$ cat src/rtl/cpu_defs_pkg.sv
`default_nettype none
// ============================================================================
// Package     : cpu_defs
// Description : Shared definitions for the toy RISC-V pipeline: zero
//               constant, load funct3 codes, write-back FSM state encoding
//               and register index width.
// Revision    : 1.0 - initial release
// ============================================================================
package cpu_defs;

    localparam int unsigned c_reg_aw = 5;

    localparam logic [31:0] c_zero = 32'h0000_0000;

    // Load funct3 encodings
    localparam logic [2:0] c_funct3_lb  = 3'b000;
    localparam logic [2:0] c_funct3_lh  = 3'b001;
    localparam logic [2:0] c_funct3_lw  = 3'b010;
    localparam logic [2:0] c_funct3_lbu = 3'b100;
    localparam logic [2:0] c_funct3_lhu = 3'b101;

    // Write-back FSM state encoding
    typedef enum logic [0:0] {
        IDLE      = 1'b0,
        WAIT_LOAD = 1'b1
    } wb_state_e;

endpackage : cpu_defs
`default_nettype wire

$ cat src/rtl/load_extract.sv
`default_nettype none
// ============================================================================
// Module      : load_extract
// Description : Combinational load-data alignment and extension. Selects the
//               byte/half/word named by funct3 and offset out of a
//               little-endian memory word, sign- or zero-extends it, and flags
//               misaligned or illegal load types.
// Ports       : word   - memory word (little-endian)
//               funct3 - load type
//               offset - byte offset within the word (addr[1:0])
//               data   - aligned, extended result
//               err    - misaligned or illegal load
// Revision    : 1.0 - initial release
// ============================================================================
module load_extract
    import cpu_defs::*;
#(
    parameter int DATA_W = 32
) (
    input  logic [DATA_W-1:0] word,
    input  logic [2:0]        funct3,
    input  logic [1:0]        offset,
    output logic [DATA_W-1:0] data,
    output logic              err
);

    logic [7:0]  w_byte;
    logic [15:0] w_half;

    always_comb begin
        w_byte = word[{offset, 3'b000} +: 8];
        w_half = offset[1] ? word[31:16] : word[15:0];
        data   = word;
        err    = 1'b0;
        case (funct3)
            c_funct3_lb:  data = {{(DATA_W-8){w_byte[7]}}, w_byte};
            c_funct3_lbu: data = {{(DATA_W-8){1'b0}}, w_byte};
            c_funct3_lh: begin
                data = {{(DATA_W-16){w_half[15]}}, w_half};
                err  = offset[0];
            end
            c_funct3_lhu: begin
                data = {{(DATA_W-16){1'b0}}, w_half};
                err  = offset[0];
            end
            c_funct3_lw: begin
                data = word;
                err  = (offset != 2'b00);
            end
            default: err = 1'b1;
        endcase
    end

endmodule : load_extract
`default_nettype wire

$ cat src/rtl/mem_wb_stage.sv
`default_nettype none
// ============================================================================
// Module      : mem_wb_stage
// Description : Write-back stage. ALU results are written to the register
//               file one cycle after acceptance. Loads are issued to the
//               memory controller; the stage stalls until mem_done, then
//               aligns/extends the returned word and writes it back.
//               Misaligned/illegal loads retire with a load_err pulse and
//               never touch memory.
// Ports       : clk, rst (async, active-low), flush
//               in_*          - instruction from MEM stage (valid/ready)
//               mem_*         - load request/response to memory controller
//               write_*       - register-file write port
//               load_err      - one-cycle pulse on a bad load
//               retire_cnt    - retired instruction count (wraps)
// Revision    : 1.0 - initial release
// ============================================================================
module mem_wb_stage
    import cpu_defs::*;
#(
    parameter int DATA_W = 32,
    parameter int ADDR_W = 32,
    parameter int REG_AW = c_reg_aw
) (
    input  logic              clk,
    input  logic              rst,
    input  logic              flush,
    input  logic              in_valid,
    output logic              in_ready,
    input  logic              in_rd_we,
    input  logic [REG_AW-1:0] in_rd_addr,
    input  logic [DATA_W-1:0] in_alu_result,
    input  logic              in_is_load,
    input  logic [2:0]        in_funct3,
    output logic              mem_req,
    output logic [ADDR_W-1:0] mem_addr,
    input  logic              mem_done,
    input  logic [DATA_W-1:0] mem_rdata,
    output logic              write_enable,
    output logic [REG_AW-1:0] write_addr,
    output logic [DATA_W-1:0] write_data,
    output logic              load_err,
    output logic [31:0]       retire_cnt
);

    wb_state_e         r_state;
    wb_state_e         w_state_nxt;

    logic [REG_AW-1:0] r_rd;
    logic              r_rd_we;
    logic [2:0]        r_funct3;
    logic [1:0]        r_offset;

    logic [2:0]        w_ext_funct3;
    logic [1:0]        w_ext_offset;
    logic [DATA_W-1:0] w_ext_data;
    logic              w_ext_err;
    logic              w_accept;

    assign in_ready = (r_state == IDLE);
    assign w_accept = in_valid && in_ready && !flush;

    // One extractor serves both uses: in IDLE it checks the incoming load
    // for alignment/legality, in WAIT_LOAD it aligns the returned data
    // using the latched load type.
    assign w_ext_funct3 = in_ready ? in_funct3 : r_funct3;
    assign w_ext_offset = in_ready ? in_alu_result[1:0] : r_offset;

    load_extract #(
        .DATA_W (DATA_W)
    ) u_load_extract (
        .word   (mem_rdata),
        .funct3 (w_ext_funct3),
        .offset (w_ext_offset),
        .data   (w_ext_data),
        .err    (w_ext_err)
    );

    // State register
    always_ff @(posedge clk or negedge rst) begin
        if (!rst) begin
            r_state <= IDLE;
        end else begin
            r_state <= w_state_nxt;
        end
    end

    // Next-state logic; flush dominates everything
    always_comb begin
        w_state_nxt = r_state;
        if (flush) begin
            w_state_nxt = IDLE;
        end else begin
            case (r_state)
                IDLE: begin
                    if (in_valid && in_is_load && !w_ext_err) begin
                        w_state_nxt = WAIT_LOAD;
                    end
                end
                WAIT_LOAD: begin
                    if (mem_done) begin
                        w_state_nxt = IDLE;
                    end
                end
                default: w_state_nxt = IDLE;
            endcase
        end
    end

    // Datapath and registered outputs
    always_ff @(posedge clk or negedge rst) begin
        if (!rst) begin
            mem_req      <= 1'b0;
            mem_addr     <= '0;
            write_enable <= 1'b0;
            write_addr   <= '0;
            write_data   <= '0;
            load_err     <= 1'b0;
            retire_cnt   <= c_zero;
            r_rd         <= '0;
            r_rd_we      <= 1'b0;
            r_funct3     <= 3'b000;
            r_offset     <= 2'b00;
        end else begin
            // Strobes are single-cycle unless re-armed below
            write_enable <= 1'b0;
            load_err     <= 1'b0;

            if (flush) begin
                mem_req <= 1'b0;
            end else if (w_accept) begin
                if (!in_is_load) begin
                    write_enable <= in_rd_we && (in_rd_addr != '0);
                    write_addr   <= in_rd_addr;
                    write_data   <= in_alu_result;
                    retire_cnt   <= retire_cnt + 32'd1;
                end else if (w_ext_err) begin
                    load_err     <= 1'b1;
                    retire_cnt   <= retire_cnt + 32'd1;
                end else begin
                    r_rd     <= in_rd_addr;
                    r_rd_we  <= in_rd_we;
                    r_funct3 <= in_funct3;
                    r_offset <= in_alu_result[1:0];
                    mem_req  <= 1'b1;
                    mem_addr <= {in_alu_result[ADDR_W-1:2], 2'b00};
                end
            end else if ((r_state == WAIT_LOAD) && mem_done) begin
                mem_req      <= 1'b0;
                write_enable <= r_rd_we && (r_rd != '0);
                write_addr   <= r_rd;
                write_data   <= w_ext_data;
                retire_cnt   <= retire_cnt + 32'd1;
            end
        end
    end

endmodule : mem_wb_stage
`default_nettype wire

$ cat config.mk
export PLATFORM = sky130hd
export DESIGN_NAME = mem_wb_stage
export DESIGN_NICKNAME = d
export VERILOG_FILES = /design/src/rtl/cpu_defs_pkg.sv /design/src/rtl/load_extract.sv /design/src/rtl/mem_wb_stage.sv
export SDC_FILE = /design/constraint.sdc
export NUM_CORES = 1
export LEC_CHECK = 0
export CORE_MARGIN = 2
export CORE_UTILIZATION = 50
export DETAILED_ROUTE_END_ITERATION = 10
export PLACE_DENSITY = 0.85
export SYNTH_ARGS = -nofsm -noshare
export SYNTH_HDL_FRONTEND = slang
export SYNTH_SLANG_ARGS = --single-unit
export TNS_END_PERCENT = 50
$ cat constraint.sdc
create_clock -name clk -period 3.6 [get_ports clk]
set_clock_uncertainty 0.2 [all_clocks]
set_input_delay 0.72 -clock clk [delete_from_list [all_inputs] [get_ports clk]]
set_output_delay 0.72 -clock clk [all_outputs]
set_load 0.01 [all_outputs]
==> metrics.md <==
| Metric | Value |
|---|---|
| Worst reg2reg startpoint | `r_state` |
| Floorplan die height | `113 um` |
| # resized after CTS | `0` |
| Clock latency at the later pin of the worst-skew pair | `420 ps` |
| Clk buf depth | `2` |
| Root buf cell | `clkbuf_16` |
| Time the final worst path needs with I/O delays and setup | `2940 ps` |
| Portion of the post-synthesis area used by sequential elements | `0.477` |
| DRT iter0 DRCs | `approximately 450` |
| Outcome | `complete, no violations` |
| Row count | `39` |
| Antenna violation net count after detailed routing | `0` |
| First-pass GRT wire length | `27300 um` |
| I/O pin total | `184` |
| Area of the mapped netlist | `0.00598 mm2` |
| PD cells | `between 500 and 600 mW/mm2` |
| Most common library cell in the layout ignoring fill and taps | `clkdlybuf4s50_1` |
| Overall die width | `113 um` |
| Comb pwr share | `0.289` |
| Required arrival time at the worst endpoint | `around 3700 ps` |
| Share of async-settable or async-resettable flops after synthesis | `1.00` |
| Post-DP HPWL | `around 12000 um` |
| Met2 GRT Util | `0.447` |
| Register share of total power | `0.381` |
| Number of sinks driven by the clock tree | `114` |
| R2R Setup Slk | `approximately 660 ps` |
| Arrival @ worst endpoint | `3040 ps` |
| Maximum achievable frequency | `340 MHz` |
| Nets@finish | `830` |
| Total track usage | `0.274` |
| Proportion of synthesized area in mux cells | `0.107` |
| Slew at the pin with the worst max-slew slack | `843 ps` |
| Most frequent cells in the layout | `clkdlybuf4s50_1 (180), dfrtp_1 (114), nand2_1 (57)` |
| Post-route fraction of the period consumed by the critical path | `0.817` |
| Via count of the first global-routing pass | `5323` |
| Number of flops mapped to enable cells by yosys | `0` |
| Total CTS buffers | `17` |
| Count of mapped cells out of synthesis | `573` |
| Vias | `5403` |
| HP Class | `input port to asynchronous set/reset pin` |
| Simple logic cell fraction of the synthesized area | `0.180` |
| Global-route congestion overflow total | `0` |
| Htree depth | `4` |
| Standby leakage power | `around 3.5 nW` |
| Global Route met1 Usage | `0.335` |
| Power spent charging and discharging nets | `1.38 mW` |
| Mean area per synthesized cell | `10.4 um2` |
| Crit Path Class | `flop to flop` |
| DRC Markers | `0` |
| Hold slack | `175 ps` |
| Share of the core filled with cells in the final layout | `0.730` |
| Slew Limit Fails | `0` |
| Number of distinct library cell variants in the gate-level netlist after synthesis | `67` |
| Setup WS post-layout | `659 ps` |
| Final Setup Violations | `0` |
| Total count of hold-check failures in the final report | `0` |
| Worst setup path end | `write_data[30]` |
| Detailed Route WL | `between 15000 and 20000 um` |
| Max Fanout on Critical Path | `19` |
| XOR/XNOR Fraction of Synth Area | `0.0454` |
| Relative area change from synthesis to final layout | `41.2%` |
| Top area cells in the synthesized netlist | `dfrtp_1 (48%), mux2_2 (7.9%), nand2_1 (3.6%)` |
| Kind of launch point of the worst setup path | `flop` |
| Antenna violations before repair | `0` |
| Dominant synthesized flop cell | `dfrtp_1` |
| Final weighted congestion of routability-driven global placement | `0.904` |
| Number of storage elements in the synthesis netlist | `114` |
| Area fraction of the dominant cell type after synthesis | `0.477` |
| Worst setup timing slack at the placement stage | `350 ps` |
| TritonCTS clock tree | `done` |
| TNS Setup | `0 ps` |
| Number of detailed-routing iterations run before antenna repair | `5` |
| Portion of total power attributed to the clock network | `0.330` |
| Compound-gate portion of the synthesized area | `0.150` |
| Global routing met3 resource utilization | `0.0916` |
| Max-cap violation count | `0` |
| Quantity of hold-fixing buffers added after cts | `0` |
| Busiest metal layer after global routing | `met2` |
| YS warnings | `0` |
| Mean routed wirelength per cell | `between 15 and 20 um` |
| Post-CTS setup buffer count | `0` |
| Int Pwr | `~3.3 mW` |
| Max transition margin | `0.438` |
| Fraction of final layout cells with drive strength greater than 1 | `0.139` |
| Sw Share | `0.292` |
| Worst Reg2Reg Path Length in Cells | `5` |
| Combinational family with the most area after synthesis | `simple AND/OR/NAND/NOR gates` |
| Clock slew at the register clock pins of the worst setup and hold paths | `50 ps` |
| IR drop worst, VDD | `340 uV` |
| Endpoint kind of the worst setup timing path | `flop` |
| Initial core utilization | `0.517` |
| PortBufs | `181` |
| Area of the die | `0.0128 mm2` |
| Antenna diode count | `0` |
| Core Area | `between 0.01 and 0.015 mm2` |
| RSZ-0062 raised after global routing | `no` |
| Cell taking the most area after synthesis | `dfrtp_1` |
| Largest net degree at the start of global routing | `64` |
| Routed vias/inst | `5.97` |
| Synthesized-area fraction occupied by adder cells | `0.00209` |
| Launching instance or port of the critical path | `r_state` |
| Reg2reg end | `write_data[30]` |
## area by class of cell
type / count / area, um2
Clock inverter: 6 / 55.1
Fill cell: 784 / 3120
Inverter: 6 / 22.5
Sequential cell: 114 / 2850
Timing Repair Buffer: 193 / 1920
Tap cell: 143 / 179
Multi-Input combinational cell: 418 / 2930
Clock buffer: 25 / 485
## synthesized netlist by cell type, types with 11 or more instances
cell type	instances
dfrtp_1	114
nand2_1	57
mux2_2	42
a21oi_1	37
o21ai_0	36
nor2_1	29
nor3_1	26
xor2_1	24
nand2b_1	18
buf_2	17
a32oi_1	15
nand3_1	14
mux2i_1	11
## metal layers
metal / wire length (um) / up-vias
li1: - / 2453
met1: 6800 / 2655
met2: 8540 / 258
met3: 1420 / 37
met4: 422 / 0
met5: 0 / -
## registers in the layout, summed over array words and instances, names as in the netlist
register / count
retire_cnt: 32
write_data: 32
mem_addr: 30
r_rd: 5
write_addr: 5
r_funct3: 3
r_offset: 2
load_err: 1
mem_req: 1
r_rd_we: 1
r_state: 1
write_enable: 1
## power groups by stage
stage	logic (mW)	clock network [mW]	registers [mW]
after floorplan	0.486	0	1.89
after global placement	1.33	0	1.79
after detailed placement	1.36	0	1.81
final	1.36	1.56	1.80
after global routing	1.46	1.63	1.83
after CTS	1.37	1.57	1.79
## stage by stage
step	instance area, um2	power [mW]	instances
CTS	8440	4.74	905
detailed placement	7900	3.17	874
global route	8440	4.92	905
finish	8440	4.72	905
floorplan	5980	2.37	574
global placement	7900	3.12	874
## cells by family after synthesis
group | Yosys count
DFF | 114
adders and majority gates | 1
other | 1
AOI/OAI and AO/OA | 136
muxes | 56
xor gates and xnor gates | 31
buffers and inverters | 42
and+or+nand+nor | 192
## critical path, stage by stage (launching register included)
cell and delay, ps:
dfrtp_1 730, buf_4 320, mux2_2 520, o31ai_1 420, a21oi_2 210, o41ai_1 410
## how the worst min path moves through the flow
stage                         startpoint             end  cells past startpoint  slack (ps)
after global routing                 rst  retire_cnt[23]                      1         260
after global placement    retire_cnt[31]  retire_cnt[31]                      1         260
after CTS                            rst  retire_cnt[21]                      1         230
final                                rst  retire_cnt[21]                      1         170
after detailed placement  retire_cnt[31]  retire_cnt[31]                      1         270
after floorplan                      rst        load_err                      0         220
Note: power is estimated with default switching activity, not from simulation.
